### src/rtl/mem_copy_dma.sv
// mem_copy_dma: register-programmed word copy engine.
// Software loads SRC/DST/LEN through the config port and pulses CTRL.start.
// The engine then alternates one read and one write per word on the host bus,
// with at most one bus transaction outstanding.
module mem_copy_dma #(
    parameter int AddrWidth   = 32,
    parameter int DataWidth   = 32,
    parameter int MaxLenWidth = 16
) (
    input  logic                   clk_i,
    input  logic                   rst_i,
    input  logic                   device_req_i,
    input  logic [AddrWidth-1:0]   device_addr_i,
    input  logic                   device_we_i,
    input  logic [3:0]             device_be_i,
    input  logic [DataWidth-1:0]   device_wdata_i,
    output logic                   device_rvalid_o,
    output logic [DataWidth-1:0]   device_rdata_o,
    output logic                   host_req_o,
    input  logic                   host_gnt_i,
    output logic [AddrWidth-1:0]   host_addr_o,
    output logic                   host_we_o,
    output logic [3:0]             host_be_o,
    output logic [DataWidth-1:0]   host_wdata_o,
    input  logic                   host_rvalid_i,
    input  logic [DataWidth-1:0]   host_rdata_i,
    input  logic                   host_err_i,
    output logic                   irq_o
);

    localparam logic [2:0] IDLE    = 3'd0;
    localparam logic [2:0] RD_REQ  = 3'd1;
    localparam logic [2:0] RD_WAIT = 3'd2;
    localparam logic [2:0] WR_REQ  = 3'd3;
    localparam logic [2:0] WR_WAIT = 3'd4;

    localparam logic [2:0] SEL_SRC    = 3'd0;
    localparam logic [2:0] SEL_DST    = 3'd1;
    localparam logic [2:0] SEL_LEN    = 3'd2;
    localparam logic [2:0] SEL_CTRL   = 3'd3;
    localparam logic [2:0] SEL_STATUS = 3'd4;

    logic [2:0]             state;
    logic [AddrWidth-1:0]   src_q, dst_q, cur_src, cur_dst;
    logic [MaxLenWidth-1:0] len_q, remaining;
    logic [DataWidth-1:0]   data_buf;
    logic                   ie_q, done_q, err_q;

    logic                   busy, cfg_wr, start_cmd, rsp_err, last_wr, done_set;
    logic [2:0]             reg_sel;
    logic [AddrWidth-1:0]   src_wr, dst_wr;
    logic [MaxLenWidth-1:0] len_wr;
    logic [DataWidth-1:0]   rd_mux;

    // Address bits outside [4:2] do not select a register.
    logic unused_addr_bits;
    assign unused_addr_bits = ^{device_addr_i[AddrWidth-1:5], device_addr_i[1:0]};

    // Merge write data into an old value one byte lane at a time.
    function automatic logic [DataWidth-1:0] be_merge(input logic [DataWidth-1:0] old_val,
                                                      input logic [DataWidth-1:0] wr_val,
                                                      input logic [3:0]           be);
        logic [DataWidth-1:0] res;
        res = old_val;
        for (int i = 0; i < DataWidth / 8 && i < 4; i++) begin
            if (be[i]) res[i*8 +: 8] = wr_val[i*8 +: 8];
        end
        return res;
    endfunction

    assign reg_sel   = device_addr_i[4:2];
    assign busy      = (state != IDLE);
    assign cfg_wr    = device_req_i & device_we_i;
    assign start_cmd = cfg_wr && (reg_sel == SEL_CTRL) && device_be_i[0]
                       && device_wdata_i[0] && !busy;
    assign rsp_err   = host_rvalid_i && host_err_i && (state == RD_WAIT || state == WR_WAIT);
    assign last_wr   = (state == WR_WAIT) && host_rvalid_i && !host_err_i
                       && (remaining == MaxLenWidth'(1));
    assign done_set  = rsp_err | last_wr | (start_cmd && (len_q == '0));
    assign irq_o     = done_q & ie_q;

    // Byte-enable merged write values; word addresses keep the low two bits clear.
    always_comb begin
        src_wr      = AddrWidth'(be_merge(DataWidth'(src_q), device_wdata_i, device_be_i));
        src_wr[1:0] = 2'b00;
        dst_wr      = AddrWidth'(be_merge(DataWidth'(dst_q), device_wdata_i, device_be_i));
        dst_wr[1:0] = 2'b00;
        len_wr      = MaxLenWidth'(be_merge(DataWidth'(len_q), device_wdata_i, device_be_i));
    end

    // Register read multiplexer; undecoded offsets return zero.
    always_comb begin
        rd_mux = '0;
        case (reg_sel)
            SEL_SRC:    rd_mux = DataWidth'(src_q);
            SEL_DST:    rd_mux = DataWidth'(dst_q);
            SEL_LEN:    rd_mux = DataWidth'(len_q);
            SEL_CTRL:   rd_mux[1] = ie_q;
            SEL_STATUS: rd_mux[2:0] = {err_q, done_q, busy};
            default:    rd_mux = '0;
        endcase
    end

    // Config response: one cycle after every request, read data registered with it.
    always_ff @(posedge clk_i or posedge rst_i) begin
        if (rst_i) begin
            device_rvalid_o <= 1'b0;
            device_rdata_o  <= '0;
        end else begin
            device_rvalid_o <= device_req_i;
            device_rdata_o  <= (device_req_i && !device_we_i) ? rd_mux : '0;
        end
    end

    // Software-visible configuration; SRC/DST/LEN are frozen while a copy runs.
    always_ff @(posedge clk_i or posedge rst_i) begin
        if (rst_i) begin
            src_q <= '0;
            dst_q <= '0;
            len_q <= '0;
            ie_q  <= 1'b0;
        end else if (cfg_wr) begin
            if (!busy && reg_sel == SEL_SRC) src_q <= src_wr;
            if (!busy && reg_sel == SEL_DST) dst_q <= dst_wr;
            if (!busy && reg_sel == SEL_LEN) len_q <= len_wr;
            if (reg_sel == SEL_CTRL && device_be_i[0]) ie_q <= device_wdata_i[1];
        end
    end

    // Sticky done/err flags: start clears, software W1C clears, hardware set wins.
    always_ff @(posedge clk_i or posedge rst_i) begin
        if (rst_i) begin
            done_q <= 1'b0;
            err_q  <= 1'b0;
        end else begin
            if (start_cmd) begin
                done_q <= 1'b0;
                err_q  <= 1'b0;
            end else if (cfg_wr && reg_sel == SEL_STATUS && device_be_i[0]) begin
                if (device_wdata_i[1]) done_q <= 1'b0;
                if (device_wdata_i[2]) err_q  <= 1'b0;
            end
            if (done_set) done_q <= 1'b1;
            if (rsp_err)  err_q  <= 1'b1;
        end
    end

    // Copy sequencer: read a word, write it, advance pointers, repeat.
    always_ff @(posedge clk_i or posedge rst_i) begin
        if (rst_i) begin
            state     <= IDLE;
            cur_src   <= '0;
            cur_dst   <= '0;
            remaining <= '0;
            data_buf  <= '0;
        end else begin
            case (state)
                IDLE: begin
                    if (start_cmd) begin
                        cur_src   <= src_q;
                        cur_dst   <= dst_q;
                        remaining <= len_q;
                        if (len_q != '0) state <= RD_REQ;
                    end
                end
                RD_REQ:  if (host_gnt_i) state <= RD_WAIT;
                RD_WAIT: begin
                    if (host_rvalid_i) begin
                        if (host_err_i) begin
                            state <= IDLE;
                        end else begin
                            data_buf <= host_rdata_i;
                            state    <= WR_REQ;
                        end
                    end
                end
                WR_REQ:  if (host_gnt_i) state <= WR_WAIT;
                WR_WAIT: begin
                    if (host_rvalid_i) begin
                        if (host_err_i) begin
                            state <= IDLE;
                        end else begin
                            remaining <= remaining - MaxLenWidth'(1);
                            cur_src   <= cur_src + AddrWidth'(4);
                            cur_dst   <= cur_dst + AddrWidth'(4);
                            state     <= last_wr ? IDLE : RD_REQ;
                        end
                    end
                end
                default: state <= IDLE;
            endcase
        end
    end

    // Host bus drive: outputs are a pure function of state, so they hold while waiting for grant.
    always_comb begin
        host_req_o   = (state == RD_REQ) || (state == WR_REQ);
        host_we_o    = (state == WR_REQ);
        host_be_o    = 4'hF;
        host_addr_o  = '0;
        host_wdata_o = '0;
        if (state == RD_REQ) host_addr_o = cur_src;
        if (state == WR_REQ) begin
            host_addr_o  = cur_dst;
            host_wdata_o = data_buf;
        end
    end

endmodule

### config.mk
export PLATFORM = sky130hd
export DESIGN_NAME = mem_copy_dma
export DESIGN_NICKNAME = d
export VERILOG_FILES = /design/src/rtl/mem_copy_dma.sv
export SDC_FILE = /design/constraint.sdc
export NUM_CORES = 1
export LEC_CHECK = 0
export ABC_AREA = 1
export BUFFER_PORTS_ARGS = -buffer_cell sky130_fd_sc_hd__buf_2
export CAP_MARGIN = 25
export CORE_MARGIN = 2
export CORE_UTILIZATION = 57
export DETAILED_ROUTE_END_ITERATION = 12
export PLACE_DENSITY_LB_ADDON = 0.1
export SLEW_MARGIN = 20
export SYNTH_ARGS = -nofsm -noshare
export SYNTH_HDL_FRONTEND = slang
export SYNTH_SLANG_ARGS = --single-unit
export TNS_END_PERCENT = 50
### constraint.sdc
create_clock -name clk_i -period 8.5 [get_ports clk_i]
set_clock_uncertainty 0.2 [all_clocks]
set_input_delay 1.275 -clock clk_i [delete_from_list [all_inputs] [get_ports clk_i]]
set_output_delay 1.275 -clock clk_i [all_outputs]
set_load 0.03 [all_outputs]
======== Word level (Yosys, flattened, before mapping) ========
Index checks and enable logic that the tools add are counted.
word-level totals
  word-level logic and storage cells ...... 130
  input bits .............................. 107
  output and inout port bits .............. 104
  register bits ........................... 227
cells by class
  reduce and logical (&&, ||, !) cells .... 48
  muxes and demuxes ....................... 38
  bitwise gates (word level) .............. 5
  $add $sub $neg .......................... 3
  equality and inequality tests ........... 16
operator list
  kind                                                count
  2-to-1 mux 32 bit                                   10
  case mux 32 bit (2 select lines)                    2
  case mux 29 bit (3 select lines)                    1
  adder 32 x 3 -> 32 bit, second input constant       2
  2-to-1 mux 16 bit                                   3
  AND reduction 3 bit                                 11
  case mux 16 bit (2 select lines)                    1
  2-to-1 mux 3 bit                                    6
  logical AND 1 bit                                   17
  == test 16 x 1 -> 1 bit, second input constant      1
  zero test 16 bit                                    1
  nonzero test 16 bit                                 1
  subtractor 16 x 1 -> 16 bit, second input constant  1
  case mux 3 bit (5 select lines)                     1
  nonzero test 3 bit                                  5
  != test 2 bit, second input constant                7
  == test 3 x 2 -> 1 bit, second input constant       4
  2-to-1 mux 1 bit                                    10
  == test 3 x 1 -> 1 bit, second input constant       2
  == test 3 bit, second input constant                2
  zero test 3 bit                                     2
  AND reduction 2 bit                                 3
  AND reduction 6 bit                                 1
  case mux 1 bit (4 select lines)                     1
  10 further kinds                                    15

======== Depth between registers and ports, before layout ========
  depth after elaboration ................. 9
  depth in mapped cells ................... 10
  mapped depth without buffers ............ 10

======== Worst setup path after synthesis ========
Ideal clock, no wire load.
  path type ............................... reg-to-output
  start point ............................. register state[2]
  end point ............................... output port host_addr_o[12]
  slack ................................... 5.061 ns
  required time ........................... 7.025 ns
  stages on the path, launching flop included .. 7
  buffers on the path ..................... 1
  arrival time ............................ 1.964 ns
  path through ............................ dfrtp_1 -> inv_2 -> nand2_1 -> nor2_2 -> inv_1 -> buf_2 -> o21ai_0
between the ends
  elaborated cells on any way between the ends .. 4
  classes of those cells .................. eq/ne: 2; mux: 2
RTL lines
  what                    RTL line  source
  from (decl)             43        logic [2:0] state;
  from (signal assigned)  186       state <= last_wr ? IDLE : RD_REQ;
  == test 3 x 2 -> 1 bit  --
  named net host_we_o     22        output logic host_we_o,
  2-to-1 mux 32 bit       203       if (state == WR_REQ) begin
  to (decl)               21        output logic [AddrWidth-1:0] host_addr_o,
The timed path passes the listed nets, and every way through them passes these cells.

======== Final worst setup path ========
  start point ............................. register state[2]
  end point ............................... output port host_addr_o[5]
between the ends
  longest elaborated chain between the ends .. 3
  elaborated cells on any way between the ends .. 4
  classes of those cells .................. eq/ne: 2; mux: 2
ends and longest elaborated chain
  what                    RTL line  source
  == test 3 x 1 -> 1 bit  202       if (state == RD_REQ) host_addr_o = cur_src;
  2-to-1 mux 32 bit       202
  2-to-1 mux 32 bit *     203
Mark *: on every way between the ends. The rest lies on a longest branch, timed or not.

==> run metrics <==
outcome=completed; die area=22600 um^2; CTS sink cnt=223; Fin. Hold Viols=0; hold_ws=slightly below 0.3 ns; Worst Hold Launch=src_q[14]$_DFFE_PP0P_; worst reg2reg setup slack=5.00 ns; # hold bufs at CTS=0; die height=150 um; CP max stage cell=nand2_1; total grt overflow=0; max-slew violation count=0; synth-to-layout area growth=15.6%; Slew HR=32.6%; register bit count reported by yosys=223; site row count=53; Fmax=236 MHz; R2R depth=12; post_cts resized=0; Critical Path RT=7.03 ns; crit end category=output port; number of global-route vias before repair=10500; crit path kind=reg2out; drt wl/cell=16.4 um; Die X=between 150 and 200 um; GRT Total Usage=a little under a third; Starting Density=58.1%; register area=5580 um^2; cts bufs inserted=24; number of diodes=0; post-CTS setup buffers=0; initial antenna violation count=1; Synth Cell Area=about 12000 um^2; Filler cells=1920; Root Buffer=clkbuf_16; most used cell, CP=nand2_1; first-pass GRT wire length=55.8 mm; Yosys warnings=0; Leak=7.01 nW; Worst Hold End=src_q[14]$_DFFE_PP0P_; Synth top area share=between 40% and 50%; I/O pins=211; Yosys top cell by area=dfrtp_1; reg2reg end=cur_src[15]$_DFFE_PP0P_; Seq/Total Area, Yosys=between 40% and 50%; post-route minimum period=~4.2 ns; antenna-violating nets left=0; RSZ-0062 raised after global routing=no; ranking of synthesized cells by area=dfrtp_1 (46%), nand2_1 (16%), nor2_1 (8.1%); multi-input logic area=approximately 5500 um^2; largest net degree at the start of global routing=93; part of the cycle the worst path needs=50.0%; hold depth=2; Buf/Inv on CP=3; gpl congestion=1.01; initial drt markers=1335; Post-Syn Area per Cell=6.97 um^2; CTS tree=built; Core ar.=between 20000 and 25000 um^2; # DRC=0; total of max-cap violations=0; H-tree levels=1; setup_tns=0 ns; max incr delay on CP=about 0.60 ns; DRT Wirelength=approximately 36 mm; crit-path leading delay family=simple AND/OR/NAND/NOR gates; Cell variety after synth=32; nets=2008; vias per inst=5.51; Clock transition at path regs=0.06 ns; reg-to-reg startpoint=state[1]$_DFFE_PP0P_; share of layout cells above drive strength 1=13.4%; vias=12100; I/O Buffers=175; data arrival time of the worst path=roughly 2.8 ns; crit-path max FO=26; HP Class=reg2reg; Worst IR Drop VDD=0.175 mV; Initial DRT Pass Iterations=9; Max Buffers Root-to-Sink=3; Post-Syn Instances=1753; slew at the pin with the worst max-slew slack=between 1 and 1.5 ns; CP cell instances=inv_2 -> nand2_1 -> clkinv_1 -> nand2_1 -> o22ai_1 -> buf_2; pwr dens=286 nW/um^2; latest clock arrival within the worst-skew pair=about 0.53 ns; Post-DP HPWL=between 20 and 30 mm; Worst setup SP type=flop; final setup fails=0
-- metal layers --
metal  global-route usage [%]  vias up  share of wire [%]
li1                         -     5844                  -
met4                     7.78        0                2.7
met3                     4.91       69                9.5
met2                     46.8      570                 43
met1                     48.2     5574                 45
met5                        0        -                  0
-- placed cells by master (no fill, tap or decap), types with 14 or more instances in the layout --
cell type / n
nand4_1: 14
dfrtp_1: 223
inv_1: 200
o21ai_0: 107
buf_2: 175
nor2_1: 265
nand3_1: 139
clkbuf_16: 25
nand2_1: 523
a21oi_1: 77
o22ai_1: 26
o21ai_1: 38
-- sequential cells by signal, summed over array words and instances (netlist names) --
name and count:
dst_q 30, err_q 1, state 3, device_rvalid_o 1, ie_q 1, cur_src 30, len_q 16, data_buf 32
done_q 1, src_q 30, cur_dst 30, device_rdata_o 32, remaining 16
-- cell usage after synthesis --
library cell and instances:
nand2_1 524, nor2_1 265, dfrtp_1 223, inv_1 202, nand3_1 139, o21ai_0 107, a21oi_1 77, buf_2 44
o21ai_1 38, o22ai_1 26, clkbuf_1 17, nand4_1 14, o211ai_1 12, buf_4 10, nand2_2 9, o221ai_1 8
nor2_2 5, ha_1 4, inv_2 4, a31oi_1 3, nor2_4 3, nor3_1 3, buf_6 2, clkinv_1 2
conb_1 2, nand3_2 2, or2_2 2, xor2_1 2, a41oi_1 1, inv_4 1, nand3b_1 1, o21a_1 1
-- report_power, final --
part,switching [W],leakage [nW],internal [W]
Clock,0.000438,0.449,0.000763
Sequential,0.000276,2.83,0.00135
Combinational,0.000845,3.73,0.000358
Total,0.00156,7.01,0.00247
-- cell type report --
type                    instances  share of cell area (%)
inverters                     209                    5.63
multi-input cells            1252                    38.9
clock buffers                  33                    5.00
well taps                     275                    2.44
repair buffers                187                    7.02
flip-flops and latches        223                    39.5
clock inverters                11                    1.52
-- per-stage QoR --
step                      power, W  std cells  util, %  instance area [um^2]  worst slack [ns]
after floorplan            0.00240       1757        -                 12200             0.919
after global placement     0.00278       2144     62.6                 13200              4.44
after detailed placement   0.00281       2144     62.6                 13200              4.38
after CTS                  0.00401       2188     67.0                 14100              4.27
after global routing       0.00426       2190     67.2                 14100              4.15
final                      0.00403       2190     67.2                 14100              4.25
-- kinds of logic after synthesis --
| family | count (synthesis) | synth area share, % |
|---|---|---|
| compound gates | 273 | 12.0 |
| xor+xnor | 2 | 0.143 |
| fa+ha+maj | 4 | 0.410 |
| buf+inv | 282 | 9.57 |
| flops | 223 | 45.7 |
| other cells | 2 | 0.0615 |
| simple gates | 967 | 32.1 |
-- worst reg2reg max path, cell delays in order (launching register included) --
cell and delay (ns):
dfrtp_1 0.44, inv_4 0.13, nand2_2 0.10, nor2_4 0.08, buf_4 0.52, nand2_1 0.20
nand2_2 0.11, buf_4 0.61, inv_2 0.26, buf_4 0.39, nor2_1 0.23, nand2_1 0.06
o21ai_0 0.07
-- how the worst max path moves through the flow --
| stage | from | endpoint | cells after the start |
|---|---|---|---|
| after floorplan | rst_i | cur_dst[10]$_DFFE_PP0P_ | 1 |
| after global placement | device_addr_i[4] | cur_src[15]$_DFFE_PP0P_ | 13 |
| after detailed placement | device_addr_i[4] | cur_src[15]$_DFFE_PP0P_ | 13 |
| after CTS | state[2]$_DFFE_PP0P_ | host_addr_o[20] | 6 |
| after global routing | state[2]$_DFFE_PP0P_ | host_addr_o[17] | 6 |
| final | state[2]$_DFFE_PP0P_ | host_addr_o[5] | 6 |
No activity file was read; power rests on OpenSTA's default activity.
